### config.mk
export PLATFORM = sky130hd
export DESIGN_NAME = interrupt_ack_sequencer
export DESIGN_NICKNAME = d
export VERILOG_FILES = /design/src/rtl/interrupt_ack_sequencer.sv
export SDC_FILE = /design/constraint.sdc
export NUM_CORES = 1
export LEC_CHECK = 0
export CORE_UTILIZATION = 50
export CTS_CLUSTER_SIZE = 14
export DETAILED_ROUTE_END_ITERATION = 10
export PLACE_DENSITY = 0.77
export SYNTH_ARGS = -nofsm -noshare
export SYNTH_HDL_FRONTEND = slang
export SYNTH_SLANG_ARGS = --single-unit
### constraint.sdc
create_clock -name clk -period 5.6 [get_ports clk]
set_input_delay 1.12 -clock clk [delete_from_list [all_inputs] [get_ports clk]]
set_output_delay 1.12 -clock clk [all_outputs]
set_load 0.03 [all_outputs]
### src/rtl/interrupt_ack_sequencer.sv
// 8259A control core: INT/INTA sequencing, in-service register,
// EOI handling and priority rotation.
module interrupt_ack_sequencer #(
  parameter int NUM_IRQ = 8,
  parameter int LVL_W   = 3
) (
  input  logic               clk,
  input  logic               reset,
  input  logic [NUM_IRQ-1:0] interrupt,
  input  logic               inta_strobe,
  input  logic               mode_8086,
  input  logic               auto_eoi,
  input  logic               auto_rotate,
  input  logic [4:0]         vector_base,
  input  logic [2:0]         call_addr_lo,
  input  logic [7:0]         call_addr_hi,
  input  logic               eoi_cmd,
  input  logic               eoi_specific,
  input  logic [LVL_W-1:0]   eoi_level,
  input  logic               eoi_rotate,
  output logic               int_out,
  output logic [NUM_IRQ-1:0] isr,
  output logic [LVL_W-1:0]   priority_rotate,
  output logic [7:0]         data_out,
  output logic               data_valid,
  output logic               ack_busy
);

  typedef enum logic [1:0] {
    IDLE,
    ARMED,
    ACK2,
    ACK3
  } state_t;

  state_t             state_q, state_d;
  logic               int_q, int_d;
  logic [NUM_IRQ-1:0] isr_q, isr_d;
  logic [LVL_W-1:0]   rot_q, rot_d;
  logic [7:0]         dout_q, dout_d;
  logic               dval_q, dval_d;
  logic               busy_q;
  logic [LVL_W-1:0]   lvl_q, lvl_d;
  logic               spur_q, spur_d;

  logic [NUM_IRQ-1:0] set_v;
  logic [NUM_IRQ-1:0] clr_v;
  logic               last_ack;
  logic [LVL_W-1:0]   enc;
  logic [LVL_W-1:0]   idx;
  logic               found;

  always_comb begin
    enc = '0;
    for (int i = 0; i < NUM_IRQ; i++) begin
      if (interrupt[i]) enc = LVL_W'(i);
    end
  end

  always_comb begin
    state_d  = state_q;
    int_d    = int_q;
    rot_d    = rot_q;
    dout_d   = dout_q;
    dval_d   = 1'b0;
    lvl_d    = lvl_q;
    spur_d   = spur_q;
    set_v    = '0;
    clr_v    = '0;
    last_ack = 1'b0;
    idx      = '0;
    found    = 1'b0;

    unique case (state_q)
      IDLE: begin
        if (|interrupt) begin
          state_d = ARMED;
          int_d   = 1'b1;
        end
      end
      ARMED: begin
        if (inta_strobe) begin
          spur_d  = ~|interrupt;
          lvl_d   = (~|interrupt) ? '1 : enc;
          set_v   = interrupt;
          int_d   = 1'b0;
          state_d = ACK2;
          if (!mode_8086) begin
            dout_d = 8'hCD;
            dval_d = 1'b1;
          end
        end
      end
      ACK2: begin
        if (inta_strobe) begin
          dval_d = 1'b1;
          if (mode_8086) begin
            dout_d   = {vector_base, lvl_q};
            last_ack = 1'b1;
            state_d  = IDLE;
          end else begin
            dout_d  = {call_addr_lo, lvl_q, 2'b00};
            state_d = ACK3;
          end
        end
      end
      ACK3: begin
        if (inta_strobe) begin
          dout_d   = call_addr_hi;
          dval_d   = 1'b1;
          last_ack = 1'b1;
          state_d  = IDLE;
        end
      end
      default: state_d = IDLE;
    endcase

    if (last_ack && auto_eoi && !spur_q) begin
      clr_v[lvl_q] = 1'b1;
      if (auto_rotate) rot_d = lvl_q;
    end

    // An explicit EOI outranks AEOI for the rotation pointer.
    if (eoi_cmd) begin
      if (eoi_specific) begin
        clr_v[eoi_level] = 1'b1;
        if (eoi_rotate) rot_d = eoi_level;
      end else begin
        for (int k = 1; k <= NUM_IRQ; k++) begin
          idx = rot_q + LVL_W'(k);
          if (!found && isr_q[idx]) begin
            found      = 1'b1;
            clr_v[idx] = 1'b1;
            if (eoi_rotate) rot_d = idx;
          end
        end
      end
    end

    isr_d = (isr_q & ~clr_v) | set_v;
  end

  always_ff @(posedge clk) begin
    if (reset) begin
      state_q <= IDLE;
      int_q   <= 1'b0;
      isr_q   <= '0;
      rot_q   <= '1;
      dout_q  <= '0;
      dval_q  <= 1'b0;
      busy_q  <= 1'b0;
      lvl_q   <= '0;
      spur_q  <= 1'b0;
    end else begin
      state_q <= state_d;
      int_q   <= int_d;
      isr_q   <= isr_d;
      rot_q   <= rot_d;
      dout_q  <= dout_d;
      dval_q  <= dval_d;
      busy_q  <= (state_d != IDLE);
      lvl_q   <= lvl_d;
      spur_q  <= spur_d;
    end
  end

  assign int_out         = int_q;
  assign isr             = isr_q;
  assign priority_rotate = rot_q;
  assign data_out        = dout_q;
  assign data_valid      = dval_q;
  assign ack_busy        = busy_q;

endmodule

Word-level counts from Yosys, hierarchy flattened --
Cells that the tools add are included.
Operators by class: add/subtract/negate cells 7, $lt $le $gt $ge 20, eq/ne operators 9, muxes and demuxes 139, bitwise operators 12, reduce and logical (&&, ||, !) cells 37
Operator list (count):
- 2-to-1 mux 8 bit | 32
- 2-to-1 mux 3 bit | 32
- bitwise OR 8 bit | 10
- 2-to-1 mux 1 bit | 47
- < comparator 3 x 4 -> 1 bit, second input constant | 10
- demux 1 bit (select 3 bit) | 10
- >= comparator 3 x 1 -> 1 bit, second input constant | 10
- binary-select mux 1 bit (select 3 bit) | 8
- case mux 8 bit (3 select lines) | 1
- logical AND 1 bit | 19
- adder 3 bit, second input constant | 4
- 2-to-1 mux 2 bit | 5
- != test 2 bit, second input constant | 5
- zero test 1 bit | 9
- bitwise AND 8 bit | 1
- NOT 8 bit | 1
- case mux 2 bit (4 select lines) | 1
- OR reduction 8 bit | 1
- adder 3 x 2 -> 3 bit, second input constant | 2
- case mux 1 bit (2 select lines) | 3
- AND reduction 5 bit | 1
- == test 2 bit, second input constant | 2
- != test 4 bit, second input constant | 1
- nonzero test 2 bit | 2
- 7 further kinds | 7
Word-level totals: register bits 28, input bits 36, output and inout port bits 22

Logic depth before layout (Yosys ltp) --
Gate-level depths: netlist of run 1.
depth after elaboration 44, gate-level depth with buffers 15

Least setup slack after synthesis of run 1 --
Ideal clock, no wire load.
path kind flip-flop to flip-flop, start point reg rot_q[0] (netlist: priority_rotate[0]), end point reg isr_q[4] (netlist: isr[4]), library setup time 0.120 ns, data arrival time 3.583 ns, data required time 5.480 ns, path slack 1.897 ns, stages on the path, launching flop included 14, buffers on the path 3, period minus slack after synthesis 3.703 ns, path through dfxtp_1 clkbuf_1 clkinv_1 buf_2 ha_1 buf_6 mux2_4 mux2_4 o221a_4 nor4_4 and2_4 a21oi_2 and3_1 a211o_1
Between the ends: longest elaborated chain between the ends 44, elaborated cells on any way between the ends 133, those cells by class add/sub: 7; order compare: 16; mux: 77; bitwise: 11; reduce/logical: 22
RTL lines:
- start: declaration | RTL line 39 | logic [LVL_W-1:0] rot_q, rot_d;
- start signal: assignment | RTL line 158 | rot_q <= rot_d;
- branches (longest 38 deep; another with < comparator 3 x 4 -> 1 bit)
- 2-to-1 mux 8 bit * | RTL line 131 | if (!found && isr_q[idx]) begin
- 2-to-1 mux 8 bit * | RTL line 125 | if (eoi_specific) begin
- 2-to-1 mux 8 bit * | RTL line 124 | if (eoi_cmd) begin
- NOT 8 bit * | RTL line 140 | isr_d = (isr_q & ~clr_v) | set_v;
- bitwise AND 8 bit * | RTL line 140
- bitwise OR 8 bit * | RTL line 140
- end signal: assignment | RTL line 157 | isr_q <= isr_d;
- end: declaration | RTL line 38 | logic [NUM_IRQ-1:0] isr_q, isr_d;
Every way passes the cells marked *. The select of a mux whose other input is x is not followed. A chain may end at the register's enable or synchronous reset.

Final worst setup path of run 1 --
start point reg rot_q[1] (netlist: priority_rotate[1]), end point reg isr_q[4] (netlist: isr[4])
The elaborated chain is that of the path after synthesis.

==> results of run 1 <==
==> area by class of cell <==
cell class | count | area, um2
Multi-Input combinational cell | 325 | 2470
Fill cell | 537 | 2220
Timing Repair Buffer | 62 | 608
Sequential cell | 28 | 561
Tap cell | 75 | 93.8
Inverter | 14 | 57.6
Clock buffer | 4 | 55.1
==> state kept, by name (all words and copies together) (netlist names) <==
| register | flops |
|---|---|
| state_q | 2 |
| ack_busy | 1 |
| data_valid | 1 |
| lvl_q | 3 |
| data_out | 8 |
| int_out | 1 |
| spur_q | 1 |
| isr | 8 |
| priority_rotate | 3 |
==> through the flow <==
step / std cells / util (%) / hold WS [ns]
global placement: 504 / 62.5 / 0.444
floorplan: 395 / - / 0.453
CTS: 508 / 63.4 / 0.461
detailed placement: 504 / 62.5 / 0.448
global route: 508 / 63.4 / 0.489
finish: 508 / 63.4 / 0.459
==> final timing paths <==
kind | to | slack [ns] | depth (start not counted)
max | isr[4]$_SDFF_PP0_ | 1.54 | 10
min | data_out[5]$_SDFFE_PP0P_ | 0.46 | 2
min reg2reg | data_out[5]$_SDFFE_PP0P_ | 0.46 | 2
max reg2reg | isr[4]$_SDFF_PP0_ | 1.54 | 10
==> logic make-up (layout without fill, tap and decap cells) <==
logic type,after synthesis,in the layout
AND/OR/NAND/NOR,120,120
AO/OA/AOI/OAI,153,153
multiplexers,42,42
XOR/XNOR,4,4
buffers and inverters,42,80
flip-flops,28,28
adder cells (fa/ha/maj),6,6
==> critical path: stages, from the launching register on <==
cell	delay, ns
dfxtp_1	0.76
inv_1	0.33
ha_1	0.64
mux2_4	0.36
mux2_2	0.28
o221ai_2	0.45
nand4_1	0.35
nor2_8	0.25
a2111oi_2	0.09
and3_1	0.20
a211o_1	0.26
==> cell usage after synthesis (all sizes together) (5+ instances only) <==
cell type	instances	area [um2]
ha	6	75.1
a22oi	5	37.5
nand2	33	124
nor4	5	61.3
o211ai	5	37.5
a31oi	14	87.6
dfxtp	28	561
buf	12	76.3
a21oi	31	159
clkbuf	16	60.1
nor3	12	70.1
nand3	16	85.1
nor2	31	133
inv	12	45.0
mux4	8	188
nand2b	5	31.3
o22ai	6	43.8
mux2i	24	248
mux2	10	128
o21ai	35	175
a211oi	5	37.5
==> per-layer routing <==
metal  vias to the layer above  wire (um)  GRT usage, %
met3                        37        723          3.96
met1                      1659       4510          43.7
met2                       212       5090          53.8
met5                         -          0             0
li1                       1616          -             -
met4                         0        329          14.2
==> power by group <==
part,total [mW],switching (mW),internal [mW]
Combinational,0.760,0.461,0.299
Sequential,0.266,0.0464,0.220
Clock,0.129,0.0659,0.0631
==> results.cfg, run 1 <==
[clock_network]
cts_buffer_depth = 2
post_cts_resized = 0
h-tree-depth = 1
cts.sinks = 28
post-cts-setup-buffer-count = 0
cts_buffers = 3
clock_insertion_delay_worst_skew_ns = 0.28
cts_tree = yes
cts-root-buf = clkbuf_8
hold_buffers = 0
clk_transition_reported_paths_ns = 0.09

[global_routing]
grt_antenna_before_repair = 0
grt_pass1_vias = 3323
grt_first_pass_wirelength_um = 17000
grt_max_degree = 45
overflow = 0
grt_usage_pct = 33.0

[placed_design]
hpwl_um = 7890
gp_congestion = 0.918
place_area_mm2 = 0.00379
place_ws_ns = 1.58
io_buffers = 57

[drt]
wire_per_inst_um = 21.0
drc = 0
num_vias = 3524
drt_iter0_markers = 368
drtAntennaViolNets = 0
vias_per_cell = 6.94
routed_wl_um = 10700
firstDrtPassIters = 5

[floorplanning]
core_area_mm2 = 0.00606
rows = 28
die_w_um = 82.3
start_util_pct = 53.1
ios = 58
die_area_mm2 = 0.00677
die_h_um = 82.3

[status]
status = finished clean

[sta]
timing.fmax_mhz = 246
finalWorstSetupSlack_ns = 1.54
setup_tns_ns = 0
worst_slew_pin_slew_ns = 0.751
setup_violations = 0
final.period_utilization_pct = 72.5
rsz0062_at_grt = false
slew_viol_final = 0
slew-limit-headroom_pct = 49.8
fin_worst_skew_ns = 0.00562
hold_viol_final = 0
period_needed_ns = 4.06

[setup_path]
end_kind = flop
path_class = reg -> reg
r2r_start = priority_rotate[1]$_SDFFE_PP1P_
required_ns = 5.78
worstPathArrival_ns = 4.24
startpoint_type = flop
crit_path_start = priority_rotate[1]$_SDFFE_PP1P_
worstPathMaxFanout = 16

[pwr]
leakagePower_nw = 1.39
power_density_mw_per_mm2 = 301
vdd_drop_max_mv = 0.221
finalPower_mw = 1.16

[hold_path]
hp-start = data_out[5]$_SDFFE_PP0P_
hp-class = reg -> reg

[cells_and_area]
nets = 476
area_growth_pct = 19.3
final_area_mm2 = 0.00384
drive_gt1_share_pct = 13.2
final_common_cell = clkdlybuf4s50_1
diodes = 0
layout_common_cells = clkdlybuf4s50_1, nand2_1, o21ai_0

[synth]
synth_top_family_by_area = compound AO/OA/AOI/OAI gates
synth-xor-area-share_pct = 2.37
avgSynthCellArea_um2 = 8.15
synth_flop_cell = dfxtp_1
yosysWarnings = 0
yosysUniqueCellTypes = 80
muxShareOfSynthArea_pct = 17.5
synth_cells = 395
seq_area_frac_synth_pct = 17.4
yosys.area_share.simple_pct = 20.2
synthAdderAreaFrac_pct = 2.33
syn_nets = 437
synth_area_mm2 = 0.00322
synthArstFlopShare_pct = 0
synth-compound-area-share_pct = 34.2
ys_ff_latch = 28
synth-edff-count = 0

[job]
drv_cap = 0
No activity file was read; power rests on OpenSTA's default activity.
==> run 2, diff against run 1 <==
Settings changed: CORE_UTILIZATION 50 to 49, PLACE_DENSITY 0.77 to 0.78.
Clock period 5.6 ns to 3.6 ns, I/O delays scaled along.
==> results.cfg, run 2 (synthesis gave the netlist of run 1 again) <==
[status]
status = finished clean

[sta]
setup_violations = 0
fin_worst_skew_ns = 0.00483
rsz0062_at_grt = false
timing.fmax_mhz = 305
period_needed_ns = 3.27
finalWorstSetupSlack_ns = 0.327
worst_slew_pin_slew_ns = 0.703
hold_viol_final = 0
slew_viol_final = 0
final.period_utilization_pct = 90.9
slew-limit-headroom_pct = 53.1
setup_tns_ns = 0

[setup_path]
r2r_start = priority_rotate[1]$_SDFFE_PP1P_
max_stage_delay_ns = 0.52
end_kind = flop
r2r_setup_slack_ns = 0.33
worst_r2r_path_depth = 11
required_ns = 3.78
crit_path_start = priority_rotate[1]$_SDFFE_PP1P_
worstPathMaxFanout = 14
worstPathArrival_ns = 3.45
startpoint_type = flop
path_class = reg -> reg
cp_top_family = simple AND/OR/NAND/NOR gates
reg2reg_to = isr[4]$_SDFF_PP0_
path_cells = inv_1 > ha_1 > buf_4 > mux2i_1 > a21oi_1 > o22ai_2 > nand4_4 > nor2_8 > a2111oi_2 > and3_1 > a211o_1
cp_num_buf_inv = 2
critPathSlowestCell = ha_1

[floorplanning]
start_util_pct = 50.7
rows = 29
core_area_mm2 = 0.00635
ios = 58
die_area_mm2 = 0.00690
die_w_um = 83.1
die_h_um = 83.1

[hold_path]
hp-start = data_out[4]$_SDFFE_PP0P_
hold_end = data_out[4]$_SDFFE_PP0P_
hp-class = reg -> reg
hold_depth = 2

[global_routing]
grt_pass1_vias = 3317
grt_antenna_before_repair = 0
grt_first_pass_wirelength_um = 17200
grt_usage_pct = 30.3
grt_max_degree = 44
overflow = 0

[clock_network]
post-cts-setup-buffer-count = 0
clk_transition_reported_paths_ns = 0.10
hold_buffers = 0
cts-root-buf = clkbuf_8
cts_tree = yes
post_cts_resized = 0
cts.sinks = 28
cts_buffers = 3
h-tree-depth = 1
cts_buffer_depth = 2
clock_insertion_delay_worst_skew_ns = 0.28

[drt]
wire_per_inst_um = 20.2
drt_iter0_markers = 296
firstDrtPassIters = 5
routed_wl_um = 10500
num_vias = 3587
vias_per_cell = 6.92
drtAntennaViolNets = 0
drc = 0

[cells_and_area]
fillers = 591
nets = 484
fin_cells = 518
final-seq-area_um2 = 562
layout_common_cells = clkdlybuf4s50_1, nand2_1, o21ai_0
diodes = 0
area_growth_pct = 21.8
final_common_cell = clkdlybuf4s50_1
multiInputGateArea_mm2 = 0.00247
drive_gt1_share_pct = 15.0

[placed_design]
dp_cells = 514
io_buffers = 57
gp_congestion = 0.946
hpwl_um = 7890
place_ws_ns = 0.401

[pwr]
power_density_mw_per_mm2 = 478
leakagePower_nw = 1.43
vdd_drop_max_mv = 0.354
finalPower_mw = 1.87

[job]
drv_cap = 0
## run 2: changes by cell type in the layout (fill, tap and decap cells not counted), sizes merged
| cell | before | now |
|---|---|---|
| bufinv | 0 | 1 |
| clkbuf | 4 | 3 |
| buf | 5 | 13 |
## run 2: worst min-delay path, stage by stage, from the launching register on
cell	delay [ns]
dfxtp_1	0.33
nand2_1	0.05
a21oi_1	0.05
## run 2: worst max-delay path by stage
| stage | endpoint | slack [ns] | cells after the start |
|---|---|---|---|
| after floorplan | isr[4]$_SDFF_PP0_ | 0.12 | 13 |
| after global placement | isr[4]$_SDFF_PP0_ | 0.45 | 10 |
| after detailed placement | isr[4]$_SDFF_PP0_ | 0.40 | 11 |
| after CTS | isr[4]$_SDFF_PP0_ | 0.38 | 11 |
| after global routing | isr[0]$_SDFF_PP0_ | 0.14 | 10 |
| final | isr[4]$_SDFF_PP0_ | 0.33 | 11 |
## run 2: routing by layer
layer  vias up  wire length (um)  part of all wire (%)  track usage, %
li1       1641                 -                     -               -
met1      1659              4260                    41            40.0
met2       232              4830                    46            50.4
met3        55               996                   9.5            4.67
met4         0               383                   3.7            10.0
met5         -                 0                     0               0
## run 2: final cells by class
type	instances	area share [%]
multi-input combinational	325	62.9
clock inverter	1	0.766
clock buffer	3	1.05
inverter	14	1.47
timing repair buffer	70	17.0
sequential	28	14.3
tap	77	2.46
## run 2: per-stage QoR
step	util, %	area, um2	hold slack, ns
after floorplan	-	3220	0.453
after global placement	60.6	3850	0.445
after detailed placement	60.6	3850	0.452
after CTS	61.8	3920	0.466
after global routing	61.8	3920	0.483
final	61.8	3920	0.468
## run 2: report_power, final
group / internal [mW] / switching, mW / total (mW)
clock network: 0.149 / 0.106 / 0.255
registers: 0.342 / 0.0635 / 0.406
logic: 0.488 / 0.725 / 1.21
==> run 3, diff against run 2 <==
Settings changed: HOLD_SLACK_MARGIN from default to 0.1.
==> results of run 3 <==
Final layout, timing and power as in run 2 (identical DEF).
==> RTL edit, RTL diff (settings of run 1) <==
Set the parameter `NUM_IRQ` to 16 (it was 8).
--- a/src/rtl/interrupt_ack_sequencer.sv
+++ b/src/rtl/interrupt_ack_sequencer.sv
@@ -1,7 +1,7 @@
 // 8259A control core: INT/INTA sequencing, in-service register,
 // EOI handling and priority rotation.
 module interrupt_ack_sequencer #(
-  parameter int NUM_IRQ = 8,
+  parameter int NUM_IRQ = 16,
   parameter int LVL_W   = 3
 ) (
   input  logic               clk,
Ports: changed (resized interrupt and isr); port bits go from 58 to 74. The function was not compared with the original's and may differ.
==> RTL edit against run 1 <==
Critical path depth rose by 1; global-route usage fell by 0.64 points; final area rose by 18%; cell count rose by 21%; synthesized area rose by 16%; worst setup slack got worse by 200 ps; total power fell by 5.0%; highest routed layer unchanged; routed wire length rose by 17%; critical endpoint is now priority_rotate[1]; first-iteration DRC count rose by 5.7%; sequential cell count rose by 8.
==> RTL edit: results (changes against run 1) <==
Layout
  • Max reg flops: 16
  • Nets: 566 (was 476)
  • Proportion of layout cells with a drive suffix above 1: 0.112 (was 0.132)
  • Fill count: 662 (was 537)
  • N_diodes: 0 (unchanged)

Placement
  • Gpl congestion: 1.01 (was 0.918)
  • HPWL Detailed: 8780 um (was 7890 um)
  • Placed insts: 608 (was 504)
  • I/O Buffers: 73 (was 57)
  • Pre-CTS setup slack: 1440 ps (was 1580 ps)
  • Placed inst area: 4430 um2 (was 3790 um2)

Clock network
  • Skew-Pair Late Insertion Delay: roughly 290 ps
  • H-tree levels: 2 (was 1)
  • Num CTS Buffers: 5 (was 3)
  • Clock-pin slew on the worst setup and hold paths: 80 ps
  • Post-CTS setup buffers: 0 (unchanged)
  • Clk buf depth: 2 (unchanged)
  • Clock root cell: clkbuf_8 (unchanged)

Worst setup path
  • Crit-path max cell delay: 760 ps (about the same)
  • Worst path arrival time: 4430 ps (was 4240 ps)
  • R2R setup slack: 1340 ps (was 1540 ps)
  • Peak fanout along the critical path: 20 (was 16)
  • Slowest CP cell: ha_1 (was dfxtp_1)

Yosys
  • Synth Area in Compound Gates: 0.296 (was 0.342)
  • Ys async rst share: 0 (unchanged)
  • Post-synthesis xor/xnor area fraction: 0.0114 (was 0.0237)
  • Mean post-synth cell area: 7.87 um2 (was 8.15 um2)
  • Sequential share of the synthesized area: 0.192 (was 0.174)
  • Post-synthesis net count: 526 (was 437)
  • Mux share of post-synthesis cell area: 0.186 (was 0.175)
  • Distinct cell type count after synthesis: 74 (was 80)
  • Top cells by area, synth: dfxtp_1 19%, mux4_2 9.0%, a21oi_1 5.5% (was dfxtp_1 17%, mux2i_1 6.8%, o21ai_0 4.8%)
  • Adder-cell share of the synthesized area: 0.0200 (was 0.0233)
  • Synth top cells by count: 43 x nor2_1, 41 x a21oi_1, 36 x dfxtp_1, 35 x nand2_1, 31 x o21ai_0 (was 33 x nand2_1, 31 x o21ai_0, 30 x a21oi_1, 30 x nor2_1, 28 x dfxtp_1)

Drt
  • Routed WL: 12500 um (was 10700 um)
  • Number of vias per cell: 6.86 (was 6.94)
  • Wire length per cell: 20.3 um (was 21.0 um)
  • Initial DRC count: 389 (was 368)

Global route
  • Number of global-route vias before repair: 3908 (was 3323)
  • Largest net degree at the start of global routing: 36 (was 45)
  • First-pass GRT wire length: 19700 um (was 17000 um)
  • Antenna violations before repair: 0 (unchanged)
  • GRT Total Usage: 0.324 (was 0.330)

Pwr
  • Peak VDD IR: 0.139 mV (was 0.221 mV)
  • Leakage: 1.62 nW (was 1.39 nW)

Timing
  • Final Skew: 4.46 ps (was 5.62 ps)
  • Worst rel slew slack: 0.331 (was 0.498)
  • FMAX: 235 MHz (was 246 MHz)

Status
  • Status: completed (unchanged)

Worst hold path
  • HP Class: flip-flop to flip-flop (unchanged)
## RTL edit: cell count changes in the layout (fill, tap and decap cells not counted), moves of 4 or more
cell and change:
dfxtp_1 +8, mux4_2 +9, mux2_4 -4, nor3_1 +5
a21oi_1 +11, nor2_1 +13, nor4_1 +8, and3_1 +5
clkdlybuf4s50_1 +16, o2111ai_1 +5, a31oi_1 +6, mux2_2 +7
## RTL edit: per-stage QoR
step / util / hold WS (ps)
floorplan: - / 440
global placement: 0.611 / 441
detailed placement: 0.611 / 455
CTS: 0.624 / 466
global route: 0.624 / 495
finish: 0.624 / 466
## RTL edit: worst paths after layout
check,start,end,cells past startpoint
min,spur_q,spur_q,2
max reg2reg,priority_rotate[1],priority_rotate[1],11
min reg2reg,spur_q,spur_q,2
max,priority_rotate[1],priority_rotate[1],11
## RTL edit: metal layers
| metal | up-vias | GRT usage | routed length (um) |
|---|---|---|---|
| li1 | 1913 | - | - |
| met3 | 35 | 0.0616 | 1060 |
| met2 | 268 | 0.557 | 6070 |
| met5 | - | 0 | 0 |
| met1 | 2009 | 0.401 | 5080 |
| met4 | 0 | 0.123 | 294 |
## RTL edit: area by class of cell
type,count,area [um2],share of cell area
flip-flops and latches,36,721,0.159
clock buffers,5,68.8,0.0152
inverters,11,41.3,0.00913
clock inverters,3,23.8,0.00526
repair buffers,79,776,0.172
multi-input cells,383,2770,0.612
well taps,99,124,0.0274
## RTL edit: report_power, final
group / total, mW / switching (mW) / internal, mW
registers: 0.323 / 0.0471 / 0.276
clock network: 0.194 / 0.106 / 0.0882
logic: 0.580 / 0.348 / 0.232
## RTL edit: critical path: cells and delay by family, from the launching register on
family	cells	cell delay, ps
adder cells (fa/ha/maj)	1	760
AND/OR/NAND/NOR	2	950
multiplexers	2	890
flip-flops	1	330
AO/OA/AOI/OAI	3	470
buffers and inverters	3	730
## RTL edit: logic make-up (layout without fill, tap and decap cells)
logic type,count (synthesis),count (layout)
XOR/XNOR,4,4
adder cells (fa/ha/maj),6,6
flip-flops,36,36
AO/OA/AOI/OAI,164,164
multiplexers,49,49
buffers and inverters,57,98
AND/OR/NAND/NOR,160,160
